File: config.mk
export PLATFORM = sky130hd
export DESIGN_NAME = sha3_padder_param_flat
export DESIGN_NICKNAME = d
export VERILOG_FILES = /design/src/rtl/sha3_padder_param_if.sv /design/src/rtl/sha3_padder_param.sv /design/src/flat_wrapper.sv
export SDC_FILE = /design/constraint.sdc
export NUM_CORES = 2
export LEC_CHECK = 0
export BUFFER_PORTS_ARGS = -buffer_cell sky130_fd_sc_hd__buf_2
export CELL_PAD_IN_SITES_DETAIL_PLACEMENT = 2
export CELL_PAD_IN_SITES_GLOBAL_PLACEMENT = 2
export CORE_AREA = 2 2 441 443
export CTS_BUF_LIST = sky130_fd_sc_hd__clkbuf_8
export CTS_CLUSTER_SIZE = 12
export DETAILED_ROUTE_END_ITERATION = 12
export DIE_AREA = 0 0 443 445
export PLACE_DENSITY_LB_ADDON = 0.15
export SLEW_MARGIN = 10
export SYNTH_ARGS = -nofsm -noshare
export SYNTH_HDL_FRONTEND = slang
export SYNTH_SLANG_ARGS = --single-unit
File: constraint.sdc
create_clock -name clk -period 2.95 [get_ports clk]
set_input_delay 0.295 -clock clk [delete_from_list [all_inputs] [get_ports clk]]
set_output_delay 0.295 -clock clk [all_outputs]
set_load 0.02 [all_outputs]
File: src/rtl/sha3_padder_param_if.sv
// Message-word and block handshake bundle between the user, the padder and the permutation.
// The master drives message words and f_ack; the slave (padder) returns the assembled block.
interface sha3_padder_param_if #(
    parameter int IN_W      = 32,
    parameter int RATE_BITS = 1088,
    parameter int BYTE_W    = $clog2(IN_W / 8)
);
    logic [IN_W-1:0]      in;
    logic                 in_ready;
    logic                 is_last;
    logic [BYTE_W-1:0]    byte_num;
    logic                 buffer_full;
    logic [RATE_BITS-1:0] out;
    logic                 out_ready;
    logic                 out_last;
    logic                 f_ack;

    modport master (
        output in, in_ready, is_last, byte_num, f_ack,
        input  buffer_full, out, out_ready, out_last
    );

    modport slave (
        input  in, in_ready, is_last, byte_num, f_ack,
        output buffer_full, out, out_ready, out_last
    );
endinterface

File: src/rtl/sha3_padder_param.sv
// SHA-3 block assembler with pad10*1; domain byte 0x06, or 0x01 when SHA3_PADDER_LEGACY_KECCAK_EN is defined.
// Block is presented 1 cycle after its completing word; input stalls via buffer_full until f_ack.
module sha3_padder_param #(
    parameter int IN_W      = 32,
    parameter int RATE_BITS = 1088,
    parameter int BYTE_W    = $clog2(IN_W / 8)
) (
    input  logic                clk,
    input  logic                reset,
    sha3_padder_param_if.slave  bus
);

    localparam int WORDS = RATE_BITS / IN_W;
    localparam int BYTES = IN_W / 8;
    localparam int IDX_W = $clog2(WORDS);

`ifdef SHA3_PADDER_LEGACY_KECCAK_EN
    localparam logic [7:0] DOM = 8'h01;
`else
    localparam logic [7:0] DOM = 8'h06;
`endif

    typedef enum logic {ABSORB, FULL} state_t;

    state_t               state_q, state_d;
    logic [IDX_W-1:0]     idx_q, idx_d;
    logic [RATE_BITS-1:0] blk_q, blk_d;
    logic                 last_q, last_d;

    logic [BYTE_W-1:0]    nbytes;
    logic [IN_W-1:0]      pad_word;
    logic [IN_W-1:0]      word;

    assign nbytes = bus.byte_num;

    always_comb begin
        state_d  = state_q;
        idx_d    = idx_q;
        blk_d    = blk_q;
        last_d   = last_q;
        pad_word = '0;
        word     = bus.in;

        // Final word: keep the valid leading bytes, then the domain byte, then zeros.
        for (int b = 0; b < BYTES; b++) begin
            if (b < int'(nbytes)) begin
                pad_word[IN_W-1-8*b -: 8] = bus.in[IN_W-1-8*b -: 8];
            end else if (b == int'(nbytes)) begin
                pad_word[IN_W-1-8*b -: 8] = DOM;
            end
        end

        case (state_q)
            ABSORB: begin
                if (bus.in_ready) begin
                    word = bus.is_last ? pad_word : bus.in;
                    for (int k = 0; k < WORDS; k++) begin
                        if (k == int'(idx_q)) begin
                            blk_d[RATE_BITS-1-k*IN_W -: IN_W] = word;
                        end else if (bus.is_last && (k > int'(idx_q))) begin
                            blk_d[RATE_BITS-1-k*IN_W -: IN_W] = '0;
                        end
                    end
                    if (bus.is_last) begin
                        // The trailing 1 of pad10*1 merges with D when D is the last byte.
                        blk_d[7] = 1'b1;
                        state_d  = FULL;
                        last_d   = 1'b1;
                        idx_d    = '0;
                    end else if (idx_q == IDX_W'(WORDS - 1)) begin
                        state_d = FULL;
                        last_d  = 1'b0;
                        idx_d   = '0;
                    end else begin
                        idx_d = idx_q + IDX_W'(1);
                    end
                end
            end
            FULL: begin
                if (bus.f_ack) begin
                    blk_d   = '0;
                    last_d  = 1'b0;
                    state_d = ABSORB;
                end
            end
            default: state_d = ABSORB;
        endcase
    end

    always_ff @(posedge clk or negedge reset) begin
        if (!reset) begin
            state_q <= ABSORB;
            idx_q   <= '0;
            blk_q   <= '0;
            last_q  <= 1'b0;
        end else begin
            state_q <= state_d;
            idx_q   <= idx_d;
            blk_q   <= blk_d;
            last_q  <= last_d;
        end
    end

    assign bus.out         = blk_q;
    assign bus.out_ready   = (state_q == FULL);
    assign bus.buffer_full = (state_q == FULL);
    assign bus.out_last    = last_q;

endmodule
File: src/flat_wrapper.sv
// flat-port wrapper written by rule: the top's interface ports become plain ports
module sha3_padder_param_flat 
#(
    parameter int IN_W      = 32,
    parameter int RATE_BITS = 1088,
    parameter int BYTE_W    = $clog2(IN_W / 8)
)
  (clk, reset, bus_in, bus_in_ready, bus_is_last, bus_byte_num, bus_f_ack, bus_buffer_full, bus_out, bus_out_ready, bus_out_last);
  sha3_padder_param_if #(.IN_W(IN_W), .RATE_BITS(RATE_BITS), .BYTE_W(BYTE_W)) bus_i ();
  input  logic clk;
  input  logic reset;
  input wire logic [$bits(bus_i.in)-1:0] bus_in;
  input wire logic [$bits(bus_i.in_ready)-1:0] bus_in_ready;
  input wire logic [$bits(bus_i.is_last)-1:0] bus_is_last;
  input wire logic [$bits(bus_i.byte_num)-1:0] bus_byte_num;
  input wire logic [$bits(bus_i.f_ack)-1:0] bus_f_ack;
  output wire logic [$bits(bus_i.buffer_full)-1:0] bus_buffer_full;
  output wire logic [$bits(bus_i.out)-1:0] bus_out;
  output wire logic [$bits(bus_i.out_ready)-1:0] bus_out_ready;
  output wire logic [$bits(bus_i.out_last)-1:0] bus_out_last;
  assign bus_i.in = bus_in;
  assign bus_i.in_ready = bus_in_ready;
  assign bus_i.is_last = bus_is_last;
  assign bus_i.byte_num = bus_byte_num;
  assign bus_i.f_ack = bus_f_ack;
  assign bus_buffer_full = bus_i.buffer_full;
  assign bus_out = bus_i.out;
  assign bus_out_ready = bus_i.out_ready;
  assign bus_out_last = bus_i.out_last;
  sha3_padder_param #(.IN_W(IN_W), .RATE_BITS(RATE_BITS), .BYTE_W(BYTE_W)) u_core (.clk(clk), .reset(reset), .bus(bus_i));
endmodule
==> flow_summary.yaml <==
status:
  status: "completed"
synthesis:
  synth_top_area_share_pct: 64.0
  synth_top_cell_by_area: "dfrtp_1"
  async_reset_ff_share_pct: 100
  yosysWarningCount: 0
  synth_ff_type: "dfrtp_1"
  ys_seq_area_share_pct: 64.0
  ys_ff_latch: 1096
  syn_nets: 3286
  synth_cell_type_count: 72
  synth_area_sq_mm: 0.0428
  synth.area.top_cells: "dfrtp_1 64%, a22o_1 16%, mux2_2 3.5%"
  netlist_instances: 3242
  synth_edf_count: 0
  avgSynthCellArea_sq_um: 13.2
sta:
  fin_ws_ps: 260
  period_share_pct: 91.2
  hold_violations: 0
  layout_min_cycle_time_ps: 2690
  clock_skew_ps: 27.6
  relSlewSlack_pct: 23.2
  slew_viol_final: 0
  rsz0062_at_grt: "false"
  fmax_ghz: 0.372
  tightest_slew_ps: 1150
  setup_violations: 0
  tns_ps: 0
setup_path:
  cp-start-kind: "flop"
  crit_start: "u_core.idx_q[1]$_DFFE_PN0P_"
  crit_fanout: 21
  endpoint: "u_core.bus.out[1073]$_DFFE_PN0P_"
  critPathCaptureType: "flop"
  worstRegToRegCells: 7
  worst_r2r_startpoint: "u_core.idx_q[1]$_DFFE_PN0P_"
  cp.required_ps: 3810
  rrSetupSlack_ps: 260
  crit_type: "flop to flop"
  arrival_ps: 3550
  r2r_end: "u_core.bus.out[1073]$_DFFE_PN0P_"
cts:
  cts_root_buffer: "clkbuf_8"
  numCtsBuffers: 206
  cts.sinks: 1096
  insertion_delay_ps: 980
  clk_pin_slew_worst_paths_ps: 60
  cts_setup_buffers: 0
  cts_tree: "built"
  ctsLongestPathBuffers: 3
  cts_max_level: 4
job:
  drv_cap: 0
pwr:
  clkPwrFrac_pct: 39.7
  power_frac_seq_pct: 43.4
  p_comb_share_pct: 16.9
  p_int_mw: 24.7
  swShare_pct: 32.7
  p_per_area_mw_per_mm2: 641
  power.leakage_nw: 30.4
  irDropWorstVdd_uv: 278
  p_switching_mw: 12.0
detailed_routing:
  drt.antenna.violating_nets: 0
  wl_um: 244000
  wl_per_cell_um: 34.2
  dr.pass1.iters: 5
  viasPerCell: 5.01
  drc_errors: 0
  vias: 35800
  drtIter0Drc: 2206
global_route:
  grt-ovfl-total: 0
  grt_pass1_wl_um: 338000
  grt_max_degree: 142
  antenna_found_initial: 24
  grt_pass1_vias: 38200
  grt_usage_pct: 24.4
layout:
  multi_input_area_sq_mm: 0.0142
  fillCellCount: 20600
  final_core_util_pct: 29.8
  nets: 4516
  fin_cells: 7144
  syn2layout_area_growth_pct: 33.3
  layout-drive-gt1-share_pct: 40.7
  seqCellArea_sq_mm: 0.0274
place:
  io_buffers: 1129
  gp_congestion: 0.795
  place_hpwl_um: 170000
  placedCellCount: 6749
  dp_slack_ps: 274
die:
  die_height_um: 445
  io_pins: 1130
  start_util_pct: 22.3
  die_w_um: 443
  row_count: 161
  core_area_sq_mm: 0.192
  die_area_sq_mm: 0.197
worst_hold_path:
  hp-class: "primary input to flop"
  hold_path_depth: 5
  min_from: "bus_byte_num[0]"
-- worst min-delay path by stage --
stage,to,slack (ps)
after floorplan,u_core.bus.buffer_full$_DFF_PN0_,-0.6
after global placement,u_core.bus.out[174]$_DFFE_PN0P_,250
after detailed placement,u_core.bus.out[174]$_DFFE_PN0P_,250
after CTS,u_core.bus.out[290]$_DFFE_PN0P_,1
after global routing,u_core.bus.out[290]$_DFFE_PN0P_,70
final,u_core.bus.out[290]$_DFFE_PN0P_,130
-- stage by stage --
step           power (mW)  instance area (sq um)  hold slack (ps)
2_1_floorplan        18.9                  42800           -0.591
3_3_place_gp         22.4                  52800              254
3_5_place_dp         22.4                  52800              254
4_1_cts              37.3                  57100             1.23
5_1_grt              38.2                  57100             73.5
6_report             36.6                  57100              128
-- Yosys cell counts, drive strengths merged, types with 32 or more instances --
master	instances
nand3	59
a22oi	36
o211ai	32
and3	39
clkbuf	156
a22o	761
o41ai	53
nor2	145
dfrtp	1096
o21ai	96
nand2	103
mux2	153
buf	225
-- timing repair --
action,in CTS,in global routing
hold buffers,41,0
endpoints found under the hold margin,1483,0
resized for setup,0,0
-- sequential cells by signal, indices dropped and copies added (netlist names) --
name / count
u_core.idx_q: 6
u_core.bus.out_last: 1
u_core.bus.out: 1088
u_core.bus.buffer_full: 1
-- metal layers --
metal | GRT usage [%] | routed length [um]
met5 | 0 | 54
met4 | 10.5 | 11100
met3 | 6.19 | 15100
met2 | 40.7 | 119000
met1 | 29.7 | 99000
-- layout by cell type, fill, tap and decap left out, drive strengths merged, types with 6 or more instances in the layout --
cell type	n
o211ai	32
a32o	20
o41ai	53
o2111ai	24
nand4	24
a21oi	22
clkinv	11
clkbuf	247
o31ai	6
nor3	24
nand2b	10
dlygate4sd3	41
nor2b	12
or3b	11
nand2	103
inv	112
nand3	59
nor2	145
o2bb2ai	17
and4	7
a22oi	36
and2	12
o21ai	96
dfrtp	1096
mux2	153
a22o	761
and3	39
buf	1362
-- layout make-up --
cell class	instances	share of cell area, %
tap	2526	5.53
clock inverter	102	0.802
timing repair buffer	1403	14.7
sequential	1096	48.0
clock buffer	247	5.95
antenna	5	0.0219
inverter	24	0.162
multi-input combinational	1741	24.8
-- power by group through the flow --
stage,Clock [mW],Sequential [mW],Combinational [mW]
floorplan,0,16.7,2.18
global placement,0,16.1,6.25
detailed placement,0,16.1,6.28
CTS,15.1,15.9,6.35
global route,15.7,16.0,6.55
finish,14.5,15.9,6.19
-- worst max-delay path, cell delays in order (launching register included) --
cell and delay [ps]:
dfrtp_1 470, inv_1 150, ha_1 190, nor2b_1 270, a21oi_1 170, nor2_4 640
buf_12 270, mux2_2 360
-- cell families after synthesis --
family	after synthesis	share of synthesized area [%]
and+or+nand+nor	467	5.55
DFF	1096	64.0
buffers and inverters	405	4.35
AOI/OAI and AO/OA	1110	21.8
muxes	155	4.07
xor gates and xnor gates	4	0.0818
adders and majority gates	5	0.146
(Power assumes the default switching activity.)
